<file path="src/rtl/mac_link_pkg.sv">
// Shared constants, state codes and lane helper for the MAC pin-interface driver.
// Optional build feature: MAC_LINK_CHECK_EN (local dot-product cross-check).
`timescale 1ns/1ps
package mac_link_pkg;
    localparam int LANES  = 4;
    localparam int BYTE_W = 8;
    localparam int HALF_W = 9;
    localparam int RES_W  = 18;
    localparam int VEC_W  = LANES * BYTE_W;

    // Offsets in MAC edges after the one that samples the last LD_D1 byte.
    localparam int RD_OFS0  = 2;
    localparam int RD_OFS1  = 7;
    localparam int CAP_OFS0 = 3;
    localparam int CAP_OFS1 = 8;

    localparam logic [2:0] S_IDLE  = 3'd0;
    localparam logic [2:0] S_LD_W  = 3'd1;
    localparam logic [2:0] S_LD_D1 = 3'd2;
    localparam logic [2:0] S_PAD   = 3'd3;
    localparam logic [2:0] S_LD_D2 = 3'd4;
    localparam logic [2:0] S_DRAIN = 3'd5;
    localparam logic [2:0] S_RESP  = 3'd6;

    function automatic logic [BYTE_W-1:0] lane_byte(
        input logic [VEC_W-1:0] v,
        input logic [1:0]       beat
    );
        return v[BYTE_W*(LANES-1-int'(beat)) +: BYTE_W];
    endfunction
endpackage

</file>
<file path="src/rtl/mac_link_capture.sv">
// Optional IO delay on mac_out, flag-steered half capture and phase-error detect.
// Used by mac_link_driver; no build macros.
`timescale 1ns/1ps
module mac_link_capture
    import mac_link_pkg::*;
#(
    parameter int IO_DLY = 0
) (
    input  logic              clk,
    input  logic              rst_n,
    input  logic              clr,
    input  logic              cap,
    input  logic [HALF_W:0]   mac_out,
    output logic [RES_W-1:0]  result,
    output logic              phase_err
);
    logic [HALF_W:0] pin;

    if (IO_DLY == 0) begin : g_direct
        assign pin = mac_out;
    end else begin : g_dly
        logic [HALF_W:0] sr [IO_DLY];
        always_ff @(posedge clk or negedge rst_n) begin
            if (!rst_n) begin
                for (int i = 0; i < IO_DLY; i++) sr[i] <= '0;
            end else begin
                sr[0] <= mac_out;
                for (int i = 1; i < IO_DLY; i++) sr[i] <= sr[i-1];
            end
        end
        assign pin = sr[IO_DLY-1];
    end

    logic              flag;
    logic [HALF_W-1:0] half;
    logic              have;
    logic              first_flag;
    logic [HALF_W-1:0] first_half;

    assign flag = pin[HALF_W];
    assign half = pin[HALF_W-1:0];

    // Second capture decides ordering: flag=1 is the low half.
    always_ff @(posedge clk or negedge rst_n) begin
        if (!rst_n) begin
            have       <= 1'b0;
            first_flag <= 1'b0;
            first_half <= '0;
            result     <= '0;
            phase_err  <= 1'b0;
        end else if (clr) begin
            have <= 1'b0;
        end else if (cap) begin
            if (!have) begin
                have       <= 1'b1;
                first_flag <= flag;
                first_half <= half;
            end else begin
                have      <= 1'b0;
                phase_err <= (flag == first_flag);
                if (flag && !first_flag) result <= {first_half, half};
                else                     result <= {half, first_half};
            end
        end
    end
endmodule

</file>
<file path="src/rtl/mac_link_driver.sv">
// Host-side initiator for the 4-lane byte-serial dot-product MAC pins.
// Define MAC_LINK_CHECK_EN to add a local dot-product cross-check on rsp_err.
`timescale 1ns/1ps
module mac_link_driver
    import mac_link_pkg::*;
#(
    parameter int IO_DLY = 0
) (
    input  logic        clk,
    input  logic        rst_n,
    input  logic        req_valid,
    output logic        req_ready,
    input  logic [31:0] req_data,
    input  logic [31:0] req_weights,
    input  logic        req_keep_w,
    output logic        rsp_valid,
    input  logic        rsp_ready,
    output logic [17:0] rsp_result,
    output logic        rsp_err,
    output logic [7:0]  mac_byte,
    output logic        mac_sel_w,
    output logic        mac_rd,
    input  logic [9:0]  mac_out
);
    // cnt is the load-phase cycle count; alignment edge A closes cnt = LANES-1.
    localparam logic [7:0] BEAT_LAST = 8'(LANES - 1);
    localparam logic [7:0] D2_FIRST  = 8'(LANES + 1);
    localparam logic [7:0] D2_LAST   = 8'(2 * LANES);
    localparam logic [7:0] RD0  = 8'(RD_OFS0 + LANES - 1);
    localparam logic [7:0] RD1  = 8'(RD_OFS1 + LANES - 1);
    localparam logic [7:0] CAP0 = 8'(CAP_OFS0 + LANES - 1 + IO_DLY);
    localparam logic [7:0] CAP1 = 8'(CAP_OFS1 + LANES - 1 + IO_DLY);

    logic [2:0]       state, state_n;
    logic [7:0]       cnt, cnt_n;
    logic [VEC_W-1:0] d_reg, w_reg, d_src, w_src;
    logic [7:0]       byte_n;
    logic             sel_n, rd_n, accept, cap;
    logic [RES_W-1:0] cap_res;
    logic             phase_err;

    assign accept    = (state == S_IDLE) && req_valid;
    assign req_ready = rst_n && (state == S_IDLE);
    assign rsp_valid = (state == S_RESP);
    assign rsp_result = cap_res;
    assign d_src = accept ? req_data : d_reg;
    assign w_src = accept ? req_weights : w_reg;

    always_comb begin
        state_n = state;
        cnt_n   = cnt + 8'd1;
        case (state)
            S_IDLE: begin
                cnt_n = '0;
                if (req_valid) state_n = req_keep_w ? S_LD_D1 : S_LD_W;
            end
            S_LD_W: if (cnt == BEAT_LAST) begin
                state_n = S_LD_D1;
                cnt_n   = '0;
            end
            S_LD_D1: if (cnt == BEAT_LAST) state_n = S_PAD;
            S_PAD:   state_n = S_LD_D2;
            S_LD_D2: if (cnt == D2_LAST) state_n = S_DRAIN;
            S_DRAIN: if (cnt == CAP1) state_n = S_RESP;
            S_RESP: begin
                cnt_n = cnt;
                if (rsp_ready) state_n = S_IDLE;
            end
            default: state_n = S_IDLE;
        endcase
    end

    // Pins are registered from the next state so they line up with it.
    always_comb begin
        byte_n = '0;
        sel_n  = 1'b0;
        case (state_n)
            S_LD_W: begin
                sel_n  = 1'b1;
                byte_n = lane_byte(w_src, cnt_n[1:0]);
            end
            S_LD_D1: byte_n = lane_byte(d_src, cnt_n[1:0]);
            S_LD_D2: byte_n = lane_byte(d_src, 2'(cnt_n - D2_FIRST));
            default: byte_n = '0;
        endcase
    end

    assign rd_n = (state_n == S_LD_D2 || state_n == S_DRAIN)
               && (cnt_n == RD0 || cnt_n == RD1);
    assign cap  = (state == S_LD_D2 || state == S_DRAIN)
               && (cnt == CAP0 || cnt == CAP1);

    always_ff @(posedge clk or negedge rst_n) begin
        if (!rst_n) begin
            state     <= S_IDLE;
            cnt       <= '0;
            d_reg     <= '0;
            w_reg     <= '0;
            mac_byte  <= '0;
            mac_sel_w <= 1'b0;
            mac_rd    <= 1'b0;
        end else begin
            state     <= state_n;
            cnt       <= cnt_n;
            mac_byte  <= byte_n;
            mac_sel_w <= sel_n;
            mac_rd    <= rd_n;
            if (accept) begin
                d_reg <= req_data;
                if (!req_keep_w) w_reg <= req_weights;
            end
        end
    end

    mac_link_capture #(.IO_DLY(IO_DLY)) u_capture (
        .clk       (clk),
        .rst_n     (rst_n),
        .clr       (accept),
        .cap       (cap),
        .mac_out   (mac_out),
        .result    (cap_res),
        .phase_err (phase_err)
    );

`ifdef MAC_LINK_CHECK_EN
    // w_reg keeps the last loaded weights, so keep_w requests check correctly.
    logic [RES_W-1:0]    acc;
    logic [BYTE_W-1:0]   lane_d, lane_w;
    logic [2*BYTE_W-1:0] prod;

    assign lane_d = lane_byte(d_reg, cnt[1:0]);
    assign lane_w = lane_byte(w_reg, cnt[1:0]);
    assign prod   = {8'b0, lane_d} * {8'b0, lane_w};

    always_ff @(posedge clk or negedge rst_n) begin
        if (!rst_n)                acc <= '0;
        else if (accept)           acc <= '0;
        else if (state == S_LD_D1) acc <= acc + {2'b00, prod};
    end

    assign rsp_err = phase_err | (acc != cap_res);
`else
    assign rsp_err = phase_err;
`endif
endmodule
</file>
<file path="config.mk">
export PLATFORM = sky130hd
export DESIGN_NAME = mac_link_driver
export DESIGN_NICKNAME = d
export VERILOG_FILES = /design/src/rtl/mac_link_pkg.sv /design/src/rtl/mac_link_capture.sv /design/src/rtl/mac_link_driver.sv
export SDC_FILE = /design/constraint.sdc
export NUM_CORES = 1
export LEC_CHECK = 0
export CAP_MARGIN = 20
export CORE_ASPECT_RATIO = 1.4
export CORE_MARGIN = 5
export CORE_UTILIZATION = 25
export DETAILED_ROUTE_END_ITERATION = 8
export PLACE_DENSITY_LB_ADDON = 0.15
export SLEW_MARGIN = 0
export SYNTH_ARGS = -nofsm -noshare
export SYNTH_HDL_FRONTEND = slang
export SYNTH_SLANG_ARGS = --single-unit
</file>
<file path="constraint.sdc">
create_clock -name clk -period 3.3 [get_ports clk]
set_clock_uncertainty 0.1 [all_clocks]
set_input_delay 0.33 -clock clk [delete_from_list [all_inputs] [get_ports clk]]
set_output_delay 0.33 -clock clk [all_outputs]
set_load 0.1 [all_outputs]
</file>
Yosys cells after proc, flatten, opt, wreduce, memory -nomap -nowiden --
Index checks and enable logic that the tools add are counted.
Operators by class: shift-type cells 3, reduce and logical (&&, ||, !) cells 15, bitwise gates (word level) 3, equal/unequal tests 17, muxes and demuxes 18, add/sub/neg operators 4
Operator list (count):
- $shiftx 32x6->8 | 3
- $mux 32 | 2
- $pmux 8 s3 | 2
- $eq 8x4->1 const B | 3
- $pmux 3 s7 | 1
- $mux 18 | 1
- $mux 3 | 6
- $eq 8x3->1 const B | 2
- $eq 3x3->1 const B | 5
- $eq 3x2->1 const B | 3
- $add 8x1->8 const B | 1
- $eq 8x2->1 const B | 1
- $mux 8 | 1
- $eq 3x1->1 const B | 2
- $reduce_and 3->1 | 2
- $sub 2x2->3 const A | 2
- $logic_and 1x1->1 | 5
- $logic_or 1x1->1 | 4
- $mux 1 | 4
- $logic_not 3->1 | 1
- $not 1->1 | 3
- $mux 2 | 1
- $reduce_and 2->1 | 1
- $reduce_bool 2->1 | 1
- 3 further kinds | 3
Word-level totals: word-level logic and storage cells 72, input bits 79, bits in registers 115, output and inout bits 31

Depth between registers and ports, before layout --
Gate-level depths: netlist of the first run.
word-level depth 7, gate-level depth with buffers 13, gate-level depth less buffers 11

Modules after synthesis --
Synthesis of the first run repeated with hierarchy kept, for this count alone.
Second synthesis, totals: cell total of the unflattened synthesis 510, area, all modules 5612.9 µm²
Modules (own cells, without submodules):
- mac_link_driver | area each 4191.5 µm², seq. area each 2127.0 µm², times used 1, cells each 421
- mac_link_capture | area each 1421.4 µm², seq. area each 750.7 µm², times used 1, cells each 89

Worst setup path before layout of the first run --
No wires, ideal clock.
kind register to register, start point reg state[1], end point reg mac_byte[4], setup time 87 ps, cell stages (with the launch flop) 11, setup slack -114 ps, clock period less this slack 3414 ps, arrival 3227 ps, path through dfrtp_1 clkbuf_8 clkbuf_8 inv_1 nor3_2 a21o_1 ha_1 inv_1 a22oi_1 o2111ai_1 o211ai_1
Between the ends: longest elaborated chain between the ends 6
RTL lines:
- start: declaration | RTL line mac_link_driver.sv:34 | logic [2:0] state, state_n;
- start signal: assignment | RTL line mac_link_driver.sv:103 | state <= state_n;
- $eq 3x3->1 (*)
- named net rsp_valid | RTL line mac_link_driver.sv:16 | output logic rsp_valid,
- $pmux 8 s3 (*) | RTL line mac_link_driver.sv:52 | case (state)
- named net cnt_n[0] | RTL line mac_link_driver.sv:35 | logic [7:0] cnt, cnt_n;
- $sub 2x1->2 | RTL line mac_link_driver.sv:83 | S_LD_D2: byte_n = lane_byte(d_src, 2'(cnt_n - D2_FIRST));
- $sub 2x2->3 | RTL line mac_link_pkg.sv:29 | return v[BYTE_W*(LANES-1-int'(beat)) +: BYTE_W];
- $shiftx 32x6->8 | RTL line mac_link_pkg.sv:29
- $pmux 8 s3 (*) | RTL line mac_link_driver.sv:77 | case (state_n)
- named net byte_n[4] | RTL line mac_link_driver.sv:37 | logic [7:0] byte_n;
- end signal: assignment | RTL line mac_link_driver.sv:105 | mac_byte <= byte_n;
- end: declaration | RTL line mac_link_driver.sv:20 | output logic [7:0] mac_byte,
Mark *: on every way through the listed nets, which the timed path passes. The rest lies on a longest branch. A chain may end at the register's enable or synchronous reset.

Final worst setup path of the first run --
start point reg state[2], end point reg mac_byte[3]
Between the ends: longest elaborated chain between the ends 6
RTL lines (RTL line):
- $eq 3x3->1, or another cell as far along | mac_link_driver.sv:52
- $pmux 8 s3 (*) | mac_link_driver.sv:52
- named net cnt_n[0] | mac_link_driver.sv:35
- $sub 2x1->2 | mac_link_driver.sv:83
- $sub 2x2->3 | mac_link_pkg.sv:29
- $shiftx 32x6->8 | mac_link_pkg.sv:29
- $pmux 8 s3 (*) | mac_link_driver.sv:77
- named net byte_n[3] | mac_link_driver.sv:37
Marks and branches as above.

==> impl_metrics.csv, run 1 <==
group,metric,value,unit
critical_path,crit_chain,"nor2b_1 -> or3b_2 -> nand2_1 -> nor2_1 -> a21o_1 -> ha_1 -> inv_1 -> a22oi_1 -> buf_4 -> nand4b_1 -> o211ai_1",
global_routing,grt-ovfl-total,0,
routing,wl_met3,633,µm
global_routing,grt_max_degree,116,
clock_tree,cts_max_level,4,
cells_and_area,stdcell_area,7830,µm²
job,cap_violations,0,
routing,met2_length,8.53,mm
pwr,power.leakage,3.39,nW
placement,gp_congestion,0.828,
placement,place_ws,0.336,ns
pwr,sw_frac_of_total,0.400,
hold_path,hp-class,"input port to register",
pwr,clkPwrFrac,0.244,
pwr,p_sw,2.88,mW
placement,dp.cells,962,
critical_path,worst-path-max-fanout,16,
routing,routed_via_density,4.63,
synthesis,synth_largest_area_cell,"dfrtp_1",
synthesis,yosysSeqAreaShare,0.486,
critical_path,startpoint,"state[2]",
clock_tree,ctsResizeCount,0,
sta,fmax,337,MHz
cells_and_area,multi_input_area,2710,µm²
clock_tree,numCtsBuffers,17,
clock_tree,clk_latency,0.41,ns
synthesis,synth_warnings,0,
critical_path,path_class,"register to register",
sta,hold_ws,0.353,ns
clock_tree,clock_path_buffers,2,
routing,drtIter0Drc,169,
sta,fin_crit,2.97,ns
routing,routed-via-count,4605,
status,status,"complete, no violations",
clock_tree,clk_pin_slew,0.05,ns
routing,firstDrtPassIters,4,
critical_path,reg2reg_slack,0.33,ns
routing,remaining_drc_errors,0,
cells_and_area,instances_no_fill,995,
synthesis,yosysTopAreaCellShare,0.486,
sta,slew_headroom,0.337,
critical_path,crit_path_start_kind,"register",
pwr,power_density,921,nW/µm²
cells_and_area,drive_gt1_frac,0.181,
synthesis,syn_area,5920,µm²
critical_path,r2r-end,"mac_byte[3]",
cells_and_area,regArea,2880,µm²
placement,hpwl,12.5,mm
global_routing,antenna_found_initial,0,
synthesis,ys_types,62,
synthesis,syn_inst,565,
synthesis,synthMostInstantiatedCell,"nand2_1",
cells_and_area,fin_nets,761,
floorplan,fp.dieH,192,µm
routing,routed_wl,16.6,mm
clock_tree,cts_setup_buffers,0,
floorplan,die_w,140,µm
routing,ant_nets,0,
pwr,irDropWorstVdd,0.403,mV
global_routing,grt_pass1_wl,26.8,mm
clock_tree,clkSinkCount,115,
synthesis,synth_edf_count,0,
critical_path,slowest_delay,0.73,ns
synthesis,synth_flop_cell,"dfrtp_1",
critical_path,endpoint,"mac_byte[3]",
sta,tightest_slew,0.991,ns
synthesis,synth_seq_cells,115,
floorplan,core-area,23300,µm²
floorplan,io_pins,110,
critical_path,required,3.52,ns
synthesis,synthTopCellsByArea,"dfrtp_1 (49%), mux2_2 (9.1%), nand2_1 (8.1%)",
pwr,pwr-share-comb,0.438,
sta,finalHoldViolCount,0,
routing,wire_per_inst,16.7,µm
sta,finalSetupTns,0,ns
clock_tree,cts_hold_buf,1,
synthesis,synth_commonest_cells,"nand2_1 (127), dfrtp_1 (115), mux2_2 (48)",
routing,top_layer,"met4",
cells_and_area,diodes,0,
clock_tree,cts_tree,"yes",
sta,final.period_utilization,0.900,
critical_path,critPathArrivalTime,3.19,ns
critical_path,timing.rr.start,"state[2]",
placement,portBuffers,109,
sta,slew_violations,0,
global_routing,track_usage,0.127,
critical_path,cp-end-kind,"register",
floorplan,start_util,0.254,
routing,wl_met1,6.97,mm
synthesis,syn_nets,650,
cells_and_area,syn2layout_area_growth,32.3,%
pwr,intPower,4.32,mW
sta,finalSetupViolCount,0,
critical_path,crit_path_top_delay_cell,"dfrtp_1",
critical_path,rr_worst_depth,11,
global_routing,grt_pass1_vias,4979,
floorplan,core.rowCount,66,
floorplan,die_area,26900,µm²
sta,fin_ws,0.329,ns
sta,rsz0062_at_grt,"false",
synthesis,syn_avg_cell_area,10.5,µm²
pwr,p_total,7.21,mW
synthesis,async_flop_share,1.00,
cells_and_area,final_core_util,0.336,
placement,place_area,7250,µm²
pwr,pwr-share-seq,0.319,
cells_and_area,fillers,2403,
clock_tree,root_buffer,"clkbuf_16",
[cell usage in the layout (no fill, tap or decap), drive strengths merged, types with 16 or more instances in the layout]
master         instances
mux2                  50
nand2                128
dfrtp                115
mux2i                 28
buf                   23
o21ai                 29
a21oi                 16
clkdlybuf4s50        105
clkbuf                21
[logic make-up (layout without fill, tap and decap cells)]
logic type,count (synthesis),in the layout,synth area share
AND/OR/NAND/NOR,208,208,0.169
flip-flops,115,115,0.486
AO/OA/AOI/OAI,107,107,0.124
multiplexers,78,78,0.143
buffers and inverters,47,171,0.0588
adder cells (fa/ha/maj),6,6,0.0127
XOR/XNOR,4,4,0.00592
[layout make-up]
class,instances,share of cell area
Clock inverter,11,0.0131
Clock buffer,21,0.0588
Multi-Input combinational cell,403,0.346
Timing Repair Buffer,129,0.161
Tap cell,306,0.0489
Sequential cell,115,0.368
Inverter,10,0.00480
[per-layer routing]
metal | track usage | vias up
li1 | - | 2226
met1 | 0.146 | 2228
met2 | 0.227 | 123
met3 | 0.0284 | 28
met4 | 0.0552 | 0
met5 | 0 | -
[power by group through the flow]
stage | Sequential [mW] | Clock, mW | Combinational [mW]
6_report | 2.30 | 1.76 | 3.15
5_1_grt | 2.37 | 1.88 | 3.48
4_1_cts | 2.31 | 1.82 | 3.21
3_5_place_dp | 2.33 | 0 | 3.19
3_3_place_gp | 2.33 | 0 | 3.15
2_1_floorplan | 2.57 | 0 | 2.15
[worst min path at each step]
| stage | from | end | slack, ns | depth (start not counted) |
|---|---|---|---|---|
| 6_report | req_weights[23] | w_reg[23] | 0.35 | 3 |
| 3_3_place_gp | u_capture.result[12] | u_capture.result[12] | 0.36 | 2 |
| 4_1_cts | req_weights[23] | w_reg[23] | 0.33 | 3 |
| 2_1_floorplan | rst_n | cnt[0] | -0.07 | 0 |
| 3_5_place_dp | w_reg[23] | w_reg[23] | 0.37 | 2 |
| 5_1_grt | req_weights[23] | w_reg[23] | 0.34 | 3 |
[worst max-delay path, delay by kind of cell, from the launching register on]
kind                     cells  cell delay [ns]
buffers and inverters        2             0.22
adder cells (fa/ha/maj)      1             0.30
AO/OA/AOI/OAI                3             0.48
flip-flops                   1             0.73
AND/OR/NAND/NOR              5             1.05
Note: power is estimated with default switching activity, not from simulation.
==> run 2: changes to the inputs <==
--- a/config.mk
+++ b/config.mk
@@ -10,6 +10,7 @@
 export CORE_MARGIN = 5
 export CORE_UTILIZATION = 25
 export DETAILED_ROUTE_END_ITERATION = 8
+export DONT_BUFFER_PORTS = 1
 export PLACE_DENSITY_LB_ADDON = 0.15
 export SLEW_MARGIN = 0
 export SYNTH_ARGS = -nofsm -noshare
==> run 2 against run 1 <==
- combinational power down 18%
- via count is 2.8% lower
- sequential power up 20%
- clock-buffer cell count down 4
- cell count is 3.5% lower
- global-route usage grew 0.34 points
- critical path depth down 3
- clock power up 15%
- largest cell class unchanged
- largest power group is now sequential cells
==> impl_metrics.csv, run 2 (same netlist as run 1, synthesis figures left out) <==
group,metric,value,unit
cells_and_area,fin_nets,726,
routing,remaining_drc_errors,0,
cells_and_area,syn2layout_area_growth,27.9,%
floorplan,start_util,0.254,
global_routing,grt_max_degree,116,
critical_path,worst-path-max-fanout,11,
critical_path,critPathArrivalTime,3.17,ns
critical_path,crit_path_start_kind,"register",
cells_and_area,final_common_cell,"nand2_1",
sta,rsz0062_at_grt,"false",
global_routing,grt_pass1_wl,27.0,mm
hold_path,hp-class,"input port to register",
global_routing,track_usage,0.131,
sta,finalSetupViolCount,0,
routing,ant_nets,0,
pwr,clkPwrFrac,0.275,
pwr,intPower,4.40,mW
status,status,"complete, no violations",
hold_path,hold_depth,2,
pwr,sw_frac_of_total,0.403,
clock_tree,clock_path_buffers,2,
cells_and_area,stdcell_area,7560,µm²
global_routing,grt_pass1_vias,4749,
cells_and_area,final_core_util,0.325,
floorplan,core.rowCount,66,
floorplan,fp.dieH,192,µm
routing,drtIter0Drc,160,
sta,slew_violations,0,
clock_tree,root_buffer,"clkbuf_16",
sta,fin_crit,2.99,ns
placement,hpwl,12.3,mm
routing,wire_per_inst,17.8,µm
pwr,power_density,973,nW/µm²
sta,slew_headroom,0.322,
pwr,pwr-share-comb,0.352,
critical_path,required,3.49,ns
floorplan,io_pins,110,
placement,portBuffers,0,
critical_path,cp-end-kind,"register",
job,cap_violations,0,
routing,firstDrtPassIters,4,
placement,gp_congestion,0.837,
floorplan,core-area,23300,µm²
routing,routed_via_density,4.66,
cells_and_area,diodes,0,
sta,finalSetupTns,0,ns
clock_tree,clkSinkCount,115,
clock_tree,ctsResizeCount,0,
cells_and_area,final_cell_mix,"nand2_1 (127), dfrtp_1 (115), dlygate4sd3_1 (75)",
clock_tree,cts_tree,"yes",
cells_and_area,drive_gt1_frac,0.188,
clock_tree,numCtsBuffers,17,
sta,finalHoldViolCount,0,
global_routing,grt-ovfl-total,0,
floorplan,die_w,140,µm
pwr,power.leakage,3.30,nW
clock_tree,clk_pin_slew,0.06,ns
routing,routed_wl,17.1,mm
pwr,p_sw,2.97,mW
placement,place_area,6140,µm²
sta,fmax,335,MHz
pwr,pwr-share-seq,0.373,
clock_tree,clk_latency,0.43,ns
global_routing,antenna_found_initial,0,
routing,routed-via-count,4478,
sta,final.period_utilization,0.905,
critical_path,path_class,"register to register",
pwr,irDropWorstVdd,0.475,mV
clock_tree,cts_max_level,4,
critical_path,rr_worst_depth,8,
floorplan,die_area,26900,µm²
sta,tightest_slew,1.02,ns
-- run 2: metal layers --
metal	up-vias	part of all wire	track usage
met5	-	0	0
met1	2166	0.39	0.144
met3	27	0.053	0.0416
met4	0	0.025	0.0522
met2	119	0.53	0.233
li1	2166	-	-
-- run 2: stage by stage --
stage	power (mW)	std cells	hold slack, ns	setup WS, ns
6_report	7.36	960	0.0142	0.312
5_1_grt	7.87	960	0.00856	0.00112
4_1_cts	7.49	960	0.000572	0.287
3_5_place_dp	5.30	852	-0.0497	0.301
3_3_place_gp	5.28	852	-0.0508	0.361
2_1_floorplan	4.72	565	-0.0656	0.411
-- run 2: what timing repair did --
| item | CTS | global route |
|---|---|---|
| buffers inserted | 0 | 0 |
| endpoints found under the hold margin | 201 | 0 |
| hold buffers | 76 | 0 |
-- run 2: cell type report --
class,count,area [µm²]
Clock buffer,17,425
Tap cell,306,383
Timing Repair Buffer,94,913
Clock inverter,15,220
Fill cell,2431,15700
Inverter,10,37.5
Sequential cell,115,2880
Multi-Input combinational cell,403,2710
-- run 2: power by group through the flow --
stage / Sequential, mW / Clock (mW) / Combinational, mW
3_3_place_gp: 2.78 / 0 / 2.50
5_1_grt: 2.82 / 2.15 / 2.90
4_1_cts: 2.76 / 2.08 / 2.64
6_report: 2.75 / 2.02 / 2.59
3_5_place_dp: 2.78 / 0 / 2.52
2_1_floorplan: 2.57 / 0 / 2.15
-- run 2: critical path: stages, from the launching register on --
cell	delay, ns
dfrtp_1	0.54
ha_1	0.23
buf_4	0.17
or4bb_1	0.53
a211oi_1	0.31
o221a_2	0.38
nand2_4	0.18
mux2i_1	0.30
o211ai_1	0.11
-- run 2: final timing paths --
check / startpoint / end / slack, ns
min reg2reg: w_reg[6] / w_reg[6] / 0.38
max in group asynchronous: rst_n / d_reg[23] / 2.20
max: cnt[0] / mac_byte[2] / 0.31
min in group asynchronous: rst_n / cnt[6] / 0.44
max reg2reg: cnt[0] / mac_byte[2] / 0.31
min: mac_out[0] / u_capture.result[9] / 0.01
==> run 3: changes to the inputs <==
--- a/config.mk
+++ b/config.mk
@@ -12,6 +12,7 @@
 export DETAILED_ROUTE_END_ITERATION = 8
 export DONT_BUFFER_PORTS = 1
 export PLACE_DENSITY_LB_ADDON = 0.15
+export RECOVER_POWER = 25
 export SLEW_MARGIN = 0
 export SYNTH_ARGS = -nofsm -noshare
 export SYNTH_HDL_FRONTEND = slang
==> run 3 against run 2 <==
- the flow now finishes with violations (max-capacitance violations, max-slew violations)
- worst hold slack better by 0.0027 ns
- cell count did not move
- clock power barely moved
- die area is the same
- non-clock buffer count stayed put
- critical endpoint unchanged
- via count is 0.27% higher
- global-route usage is the same
- combinational power is essentially flat
==> impl_metrics.csv, run 3 (same netlist as run 1, synthesis figures left out) <==
group,metric,value,unit
status,status,"complete, but fails checks",
status,violations,"max-capacitance violations, max-slew violations",
placement,hpwl,12.3,mm
global_routing,track_usage,0.131,
pwr,power.leakage,3.30,nW
sta,finalSetupTns,0,ns
clock_tree,ctsResizeCount,0,
cells_and_area,final_common_cell,"nand2_1",
critical_path,path_delay_family,"compound AO/OA/AOI/OAI gates",
routing,wire_per_inst,17.8,µm
sta,fmax,335,MHz
critical_path,path_class,"register to register",
sta,finalSetupViolCount,0,
clock_tree,cts_hold_buf,76,
critical_path,crit_path_start_kind,"register",
clock_tree,clock_path_buffers,2,
job,cap_violations,1,
floorplan,fp.dieH,192,µm
floorplan,die_area,26900,µm²
global_routing,grt-ovfl-total,0,
critical_path,slowest_delay,0.54,ns
clock_tree,cts_setup_buffers,0,
routing,routed_via_density,4.68,
critical_path,timing.rr.start,"cnt[0]",
placement,gp_congestion,0.837,
pwr,power_density,975,nW/µm²
placement,portBuffers,0,
clock_tree,clkSinkCount,115,
cells_and_area,final_core_util,0.324,
hold_path,hold_depth,2,
clock_tree,clk_pin_slew,0.06,ns
routing,routed-via-count,4490,
cells_and_area,syn2layout_area_growth,27.5,%
sta,tightest_slew,1.63,ns
global_routing,grt_max_degree,116,
critical_path,required,3.48,ns
clock_tree,root_buffer,"clkbuf_16",
sta,final.period_utilization,0.905,
floorplan,io_pins,110,
critical_path,worst-path-buf-inv,1,
clock_tree,clk_latency,0.43,ns
clock_tree,numCtsBuffers,17,
sta,slew_violations,116,
routing,firstDrtPassIters,4,
hold_path,hold_path.startpoint,"mac_out[0]",
critical_path,worst-path-max-fanout,11,
critical_path,cp-end-kind,"register",
cells_and_area,fin_nets,726,
global_routing,grt_pass1_vias,4749,
hold_path,whs_endpoint,"u_capture.result[9]",
clock_tree,cts_max_level,4,
critical_path,reg2reg_slack,0.31,ns
sta,slew_headroom,-0.0875,
hold_path,hp-class,"input port to register",
cells_and_area,diodes,0,
floorplan,core.rowCount,66,
routing,ant_nets,0,
routing,routed_wl,17.1,mm
sta,fin_crit,2.99,ns
cells_and_area,fillers,2433,
cells_and_area,drive_gt1_frac,0.188,
critical_path,rr_worst_depth,8,
floorplan,die_w,140,µm
critical_path,crit_chain,"ha_1 -> buf_4 -> or4bb_1 -> a211oi_1 -> o221a_2 -> nand2_4 -> mux2i_1 -> o211ai_1",
floorplan,core-area,23300,µm²
critical_path,r2r-end,"mac_byte[2]",
routing,drtIter0Drc,164,
critical_path,critPathArrivalTime,3.17,ns
routing,remaining_drc_errors,0,
sta,finalHoldViolCount,0,
clock_tree,cts_tree,"yes",
cells_and_area,final_cell_mix,"nand2_1 (127), dfrtp_1 (115), dlygate4sd3_1 (75)",
critical_path,crit_path_top_delay_cell,"dfrtp_1",
sta,rsz0062_at_grt,"false",
global_routing,antenna_found_initial,0,
pwr,irDropWorstVdd,0.473,mV
floorplan,start_util,0.254,
global_routing,grt_pass1_wl,27.0,mm
run 3: layout make-up:
class                           instances  area, µm²  area share
Sequential cell                       115       2880       0.381
Multi-Input combinational cell        403       2710       0.359
Timing Repair Buffer                   94        893       0.118
Clock buffer                           17        425      0.0564
Tap cell                              306        383      0.0507
Clock inverter                         15        220      0.0292
Inverter                               10       37.5     0.00498
run 3: worst max path at each step:
stage | start | to | slack, ns | depth (start not counted)
global route | cnt[0] | mac_byte[5] | 0.001 | 10
CTS | cnt[0] | mac_byte[1] | 0.29 | 9
floorplan | state[1] | mac_byte[4] | 0.41 | 10
global placement | state[2] | mac_byte[2] | 0.36 | 7
detailed placement | cnt[0] | mac_byte[1] | 0.30 | 9
finish | cnt[0] | mac_byte[2] | 0.31 | 8
run 3: through the flow:
step	hold WS [ns]	std cells	cell area [µm²]	setup slack [ns]	total power, mW
floorplan	-0.0656	565	5920	0.411	4.72
global placement	-0.0508	852	6140	0.361	5.28
detailed placement	-0.0497	852	6140	0.301	5.30
CTS	0.000572	960	7560	0.287	7.49
global route	0.00856	960	7540	0.00112	7.87
finish	0.0169	960	7540	0.315	7.36
run 3: per-layer routing:
| layer | part of all wire | vias up | global-route usage |
|---|---|---|---|
| li1 | - | 2164 | - |
| met1 | 0.39 | 2181 | 0.144 |
| met2 | 0.53 | 118 | 0.233 |
| met3 | 0.054 | 27 | 0.0416 |
| met4 | 0.025 | 0 | 0.0522 |
| met5 | 0 | - | 0 |
run 3: report_power, final:
group / leakage, nW / switching (mW) / internal (mW)
logic: 1.62 / 1.42 / 1.17
clock network: 0.312 / 0.737 / 1.29
registers: 1.37 / 0.806 / 1.94
